$ cat config.mk
export PLATFORM = sky130hd
export DESIGN_NAME = byte_packer_flat
export DESIGN_NICKNAME = d
export VERILOG_FILES = /design/src/rtl/byte_packer_pkg.sv /design/src/rtl/byte_packer_if.sv /design/src/rtl/byte_packer_lane_sel.sv /design/src/rtl/byte_packer.sv /design/src/flat_wrapper.sv
export SDC_FILE = /design/constraint.sdc
export NUM_CORES = 1
export LEC_CHECK = 0
export CORE_MARGIN = 4
export CORE_UTILIZATION = 48
export DETAILED_ROUTE_END_ITERATION = 10
export PLACE_DENSITY_LB_ADDON = 0.12
export SYNTH_ARGS = -nofsm -noshare
export SYNTH_HDL_FRONTEND = slang
export SYNTH_SLANG_ARGS = --single-unit
$ cat constraint.sdc
create_clock -name clk -period 2.23 [get_ports clk]
set_clock_uncertainty 0.1 [all_clocks]
set_input_delay 0.5575 -clock clk [delete_from_list [all_inputs] [get_ports clk]]
set_output_delay 0.5575 -clock clk [all_outputs]
set_load 0.01 [all_outputs]
$ cat src/rtl/byte_packer_pkg.sv
// Shared definitions for the byte lane converters: width codes, FSM states,
// and the helpers that map a width code to bytes-per-word and byte position.
package byte_packer_pkg;

  typedef enum logic [1:0] {
    W32  = 2'b00,
    W16  = 2'b01,
    W8   = 2'b10,
    WINV = 2'b11
  } width_t;

  typedef enum logic {
    IDLE = 1'b0,
    FILL = 1'b1
  } state_t;

  function automatic logic [2:0] bytes_per_word(input width_t w);
    case (w)
      W32:     bytes_per_word = 3'd4;
      W16:     bytes_per_word = 3'd2;
      W8:      bytes_per_word = 3'd1;
      default: bytes_per_word = 3'd0;
    endcase
  endfunction

  // First byte of a word is the most significant byte of the used width;
  // the accumulator is always cleared on byte 0, so OR-merging is safe.
  function automatic logic [31:0] place_byte(input logic [31:0] acc,
                                             input logic [7:0]  b,
                                             input width_t      w,
                                             input logic [1:0]  idx);
    logic [1:0] sh;
    case (w)
      W32:     sh = 2'd3 - idx;
      W16:     sh = {1'b0, ~idx[0]};
      default: sh = 2'd0;
    endcase
    place_byte = acc | ({24'd0, b} << {sh, 3'b000});
  endfunction

endpackage

$ cat src/rtl/byte_packer_if.sv
// Byte-in / word-out bus between the byte lane and the PIPE-side word port.
interface byte_packer_if;
  logic [1:0]  PCLK;
  logic        MODO;
  logic [7:0]  in_8;
  logic        valid_in;
  logic        flush;
  logic [31:0] out_32;
  logic        valid_out;
  logic        err;

  modport master (
    output PCLK, MODO, in_8, valid_in, flush,
    input  out_32, valid_out, err
  );

  modport slave (
    input  PCLK, MODO, in_8, valid_in, flush,
    output out_32, valid_out, err
  );
endinterface

$ cat src/rtl/byte_packer_lane_sel.sv
// Width decode from PCLK/MODO, shared by the transmit and receive converters.
module byte_packer_lane_sel
  import byte_packer_pkg::*;
(
  input  logic [1:0] i_pclk,
  input  logic       i_modo,
  output width_t     o_width,
  output logic [2:0] o_nbytes,
  output logic       o_valid
);

  always_comb begin
    o_width = W32;
    if (!i_modo) o_width = width_t'(i_pclk);
    o_valid  = (o_width != WINV);
    o_nbytes = bytes_per_word(o_width);
  end

endmodule

$ cat src/rtl/byte_packer.sv
// Receive-side byte-to-word packer: gathers 1, 2 or 4 bytes (MSB first)
// into a 32-bit word, with flush, drop-on-invalid-width and registered outputs.
module byte_packer
  import byte_packer_pkg::*;
(
  input  logic          clk,
  input  logic          reset_L,
  byte_packer_if.slave  bus
);

  state_t      r_state, w_state_nxt;
  logic [1:0]  r_cnt, w_cnt_nxt;
  width_t      r_wl, w_wl_nxt;
  logic [31:0] r_acc, w_acc_nxt;
  logic [31:0] r_out, w_out_nxt;
  logic        r_vld, r_err;
  logic        w_emit, w_drop;

  width_t      w_width;
  logic [2:0]  w_nbytes;
  logic        w_wvalid;
  logic        w_last_fill;

  byte_packer_lane_sel u_lane_sel (
    .i_pclk   (bus.PCLK),
    .i_modo   (bus.MODO),
    .o_width  (w_width),
    .o_nbytes (w_nbytes),
    .o_valid  (w_wvalid)
  );

  // In FILL the word length comes from the latched width, not the live inputs.
  assign w_last_fill = ({1'b0, r_cnt} == (bytes_per_word(r_wl) - 3'd1));

  always_ff @(posedge clk or negedge reset_L) begin
    if (!reset_L) begin
      r_state <= IDLE;
      r_cnt   <= 2'd0;
      r_wl    <= W32;
      r_acc   <= 32'd0;
      r_out   <= 32'd0;
      r_vld   <= 1'b0;
      r_err   <= 1'b0;
    end else begin
      r_state <= w_state_nxt;
      r_cnt   <= w_cnt_nxt;
      r_wl    <= w_wl_nxt;
      r_acc   <= w_acc_nxt;
      r_out   <= w_out_nxt;
      r_vld   <= w_emit;
      r_err   <= w_drop;
    end
  end

  always_comb begin
    w_state_nxt = r_state;
    if (bus.flush) begin
      w_state_nxt = IDLE;
    end else if (bus.valid_in) begin
      case (r_state)
        IDLE: if (w_wvalid && (w_nbytes != 3'd1)) w_state_nxt = FILL;
        FILL: if (w_last_fill) w_state_nxt = IDLE;
      endcase
    end
  end

  always_comb begin
    w_cnt_nxt = r_cnt;
    w_wl_nxt  = r_wl;
    w_acc_nxt = r_acc;
    w_out_nxt = r_out;
    w_emit    = 1'b0;
    w_drop    = 1'b0;
    if (bus.flush) begin
      w_cnt_nxt = 2'd0;
      w_acc_nxt = 32'd0;
    end else if (bus.valid_in) begin
      case (r_state)
        IDLE: begin
          if (!w_wvalid) begin
            w_drop = 1'b1;
          end else begin
            w_wl_nxt  = w_width;
            w_acc_nxt = place_byte(32'd0, bus.in_8, w_width, 2'd0);
            if (w_nbytes == 3'd1) begin
              w_emit    = 1'b1;
              w_out_nxt = w_acc_nxt;
              w_cnt_nxt = 2'd0;
            end else begin
              w_cnt_nxt = 2'd1;
            end
          end
        end
        FILL: begin
          w_acc_nxt = place_byte(r_acc, bus.in_8, r_wl, r_cnt);
          if (w_last_fill) begin
            w_emit    = 1'b1;
            w_out_nxt = w_acc_nxt;
            w_cnt_nxt = 2'd0;
          end else begin
            w_cnt_nxt = r_cnt + 2'd1;
          end
        end
      endcase
    end
  end

  assign bus.out_32    = r_out;
  assign bus.valid_out = r_vld;
  assign bus.err       = r_err;

endmodule

$ cat src/flat_wrapper.sv
// flat-port wrapper written by rule: the top's interface ports become plain ports
module byte_packer_flat import byte_packer_pkg::*;
  (clk, reset_L, bus_PCLK, bus_MODO, bus_in_8, bus_valid_in, bus_flush, bus_out_32, bus_valid_out, bus_err);
  byte_packer_if bus_i ();
  input  logic clk;
  input  logic reset_L;
  input wire logic [$bits(bus_i.PCLK)-1:0] bus_PCLK;
  input wire logic [$bits(bus_i.MODO)-1:0] bus_MODO;
  input wire logic [$bits(bus_i.in_8)-1:0] bus_in_8;
  input wire logic [$bits(bus_i.valid_in)-1:0] bus_valid_in;
  input wire logic [$bits(bus_i.flush)-1:0] bus_flush;
  output wire logic [$bits(bus_i.out_32)-1:0] bus_out_32;
  output wire logic [$bits(bus_i.valid_out)-1:0] bus_valid_out;
  output wire logic [$bits(bus_i.err)-1:0] bus_err;
  assign bus_i.PCLK = bus_PCLK;
  assign bus_i.MODO = bus_MODO;
  assign bus_i.in_8 = bus_in_8;
  assign bus_i.valid_in = bus_valid_in;
  assign bus_i.flush = bus_flush;
  assign bus_out_32 = bus_i.out_32;
  assign bus_valid_out = bus_i.valid_out;
  assign bus_err = bus_i.err;
  byte_packer u_core (.clk(clk), .reset_L(reset_L), .bus(bus_i));
endmodule
==> results.json <==
{
  "ys_top_cells_by_area": "dfrtp_1 (56%), a22o_1 (9.4%), mux2_1 (7.8%), a21oi_1 (3.3%), mux2i_1 (2.5%)",
  "clkSinkCount": 71,
  "port_buffers": 48,
  "clock-root-buffer": "clkbuf_8",
  "async_flop_share_pct": 100.0,
  "synthMuxAreaShare_pct": 11.36,
  "overflow": 0,
  "nNetsFinal": 364,
  "final_cell_area_um2": 4223,
  "synth-simple-area-share_pct": 7.075,
  "totalWireLength_um": 7627,
  "dieWidth_um": 89.44,
  "synth-adder-area-share_pct": 1.572,
  "seqCellArea_um2": 1777,
  "grt_pass1_wl_um": 12590,
  "r2r_end": "u_core.bus.out_32[31]",
  "multi_input_area_um2": 1310,
  "clk_pin_slew_ns": 0.07,
  "crit_end": "u_core.bus.out_32[31]",
  "synthToLayoutAreaGrowth_pct": 32.67,
  "dr.pass1.iters": 4,
  "required_ns": 2.35,
  "timing.final.crit_period_ns": 2.206,
  "cts_buffer_depth": 2,
  "drc": 0,
  "std_cell_rows": 29,
  "synth_fp_nets": 284,
  "die-area_um2": 7999,
  "reg2reg_slack_ns": 0.06,
  "syn_avg_cell_area_um2": 12.01,
  "synth_top_family_by_area": "compound AO/OA/AOI/OAI gates",
  "crit_path_end_kind": "register",
  "power.density_nw_per_um2": 838.7,
  "arrival_ns": 2.33,
  "dpl_cell_area_um2": 3975,
  "core_area_um2": 6386,
  "max_freq_mhz": 453.2,
  "synth.distinct_cells": 42,
  "final.period_utilization_pct": 98.94,
  "yosysSeqAreaShare_pct": 55.82,
  "outcome": "completed",
  "yosysTopAreaCell": "dfrtp_1",
  "via_per_inst": 5.646,
  "tritoncts": "done",
  "netlist.area_leader.share_pct": 55.82,
  "grt_antenna_before_repair": 0,
  "gp_congestion": 0.8707,
  "r2r-start": "u_core.r_wl[1]",
  "syn-cell-area_um2": 3183,
  "grt_usage_pct": 21.33,
  "irDropWorstVdd_mv": 0.5066,
  "finalSetupViolations": 0,
  "place_hpwl_um": 5317,
  "diodes": 0,
  "drive_gt1_share_pct": 18.62,
  "p_leak_nw": 1.947,
  "clk_latency_ns": 0.34,
  "ys_seq_elements": 71,
  "initial_core_util_pct": 49.84,
  "hp-class": "input port to asynchronous set/reset pin",
  "die_h_um": 89.44,
  "critPathMaxFanout": 12,
  "grt_max_degree": 31,
  "synth_xor_area_share_pct": 0.5503,
  "cap_violations": 0,
  "postCtsHoldBufs": 0,
  "slew_violations": 0,
  "dr.first_iter.drc_count": 154,
  "io_pins": 49,
  "path_class": "input port to register",
  "wl_per_cell_um": 17.90,
  "fin_util_pct": 66.12,
  "synth_compound_area_share_pct": 19.42,
  "critPathLaunchType": "input port",
  "synth-edff-count": 0,
  "maxSlewHeadroom_pct": 57.93,
  "worst_pin_slew_ns": 0.6310,
  "cts_inserted_buffers": 9,
  "syn_inst": 265,
  "h-tree-depth": 3,
  "hold_viol": 0,
  "fin_total_pwr_mw": 3.541,
  "synthFlopType": "dfrtp_1",
  "yosys_warnings": 0,
  "startpoint": "bus_MODO",
  "whs_ns": 0.06802,
  "fillers": 497,
  "grt_pass1_vias": 2460,
  "ant_nets": 0,
  "vias": 2405,
  "r2r_cells": 8
}
cell usage in the layout (no fill, tap or decap), drive strengths merged, types with 2 or more instances in the layout:
cell type,synthesis,routed
a22o,34,34
a311oi,2,2
a31oi,2,2
clkbuf,8,10
clkinvlp,0,2
nor2b,3,3
inv,14,15
o21ai,8,8
a21oi,21,21
nand2b,6,6
o32ai,2,2
clkdlybuf4s50,0,45
buf,5,35
nand2,8,8
mux2,25,25
a22oi,7,7
nor2,19,19
dlymetal6s2s,0,2
dfrtp,71,71
ha,4,4
clkinv,1,2
mux2i,8,8
power by group:
| group | internal, mW | leakage (nW) | switching (mW) |
|---|---|---|---|
| combinational | 0.539 | 0.898 | 0.439 |
| clock | 0.513 | 0.0888 | 0.476 |
| sequential | 1.48 | 0.961 | 0.0984 |
cell families (layout without fill, tap and decap cells):
kind of cell	after synthesis	in the layout
compound gates	82	82
flops	71	71
simple gates	45	45
mux	33	33
buf+inv	28	112
fa+ha+maj	4	4
xor+xnor	2	2
registers in the layout (all words and copies together), names as in the netlist:
signal	cells
u_core.r_cnt	2
u_core.bus.valid_out	1
u_core.r_wl	2
u_core.bus.err	1
u_core.r_state	1
u_core.r_acc	32
u_core.bus.out_32	32
through the flow:
step	TNS (ns)	cells	setup WS, ns
after floorplan	0	265	0.03440
after global placement	-14.26	410	-0.3695
after detailed placement	-14.23	410	-0.3816
after CTS	0	425	0.004580
after global routing	-0.1803	426	-0.02962
final	0	426	0.02354
critical path, cell delays in order:
cell,delay (ns)
clkdlybuf4s50_1,0.41
nand2b_1,0.20
or4_4,0.44
o31ai_4,0.08
buf_6,0.16
buf_12,0.14
mux2_1,0.33
layer usage:
layer / up-vias / track usage (%) / wire length (µm)
met5: - / 0 / 0
met4: 0 / 9.878 / 170
met3: 15 / 3.779 / 407
met2: 61 / 32.95 / 3690
met1: 1202 / 29.33 / 3359
li1: 1127 / - / -
worst min path at each step:
stage	startpoint	to	slack [ns]	cells past startpoint
2_1_floorplan	reset_L	u_core.bus.err	0.16	0
3_3_place_gp	u_core.r_acc[15]	u_core.r_acc[15]	0.36	2
3_5_place_dp	u_core.r_acc[9]	u_core.r_acc[9]	0.37	2
4_1_cts	reset_L	u_core.r_wl[0]	0.07	1
5_1_grt	reset_L	u_core.r_wl[0]	0.08	1
6_report	reset_L	u_core.r_wl[0]	0.07	1
cell type report:
cell class,instances,area share [%]
inverters,15,1.333
well taps,77,2.281
clock buffers,10,3.022
multi-input cells,166,31.02
clock inverters,5,1.393
repair buffers,82,18.87
flip-flops and latches,71,42.07
cells in the mapped netlist, types with 2 or more instances:
cell / instances
a21oi_1: 21
a22o_1: 34
a22oi_1: 7
a311oi_1: 2
a31oi_1: 2
buf_6: 3
clkbuf_1: 7
dfrtp_1: 71
ha_1: 4
inv_1: 14
mux2_1: 22
mux2_2: 3
mux2i_1: 8
nand2_1: 8
nand2b_1: 5
nor2_1: 19
nor2b_1: 3
o21ai_0: 8
repair_timing:
| action | 4_1_cts | 5_1_grt |
|---|---|---|
| setup buffers | 0 | 1 |
| cloned | 0 | 0 |
| gates resized for setup | 2 | 10 |
| pin swaps | 1 | 1 |
| endpoints found under the hold margin | 0 | 0 |
| endpoints found under the setup margin | 29 | 40 |
Power figures use the tool's default switching activity.
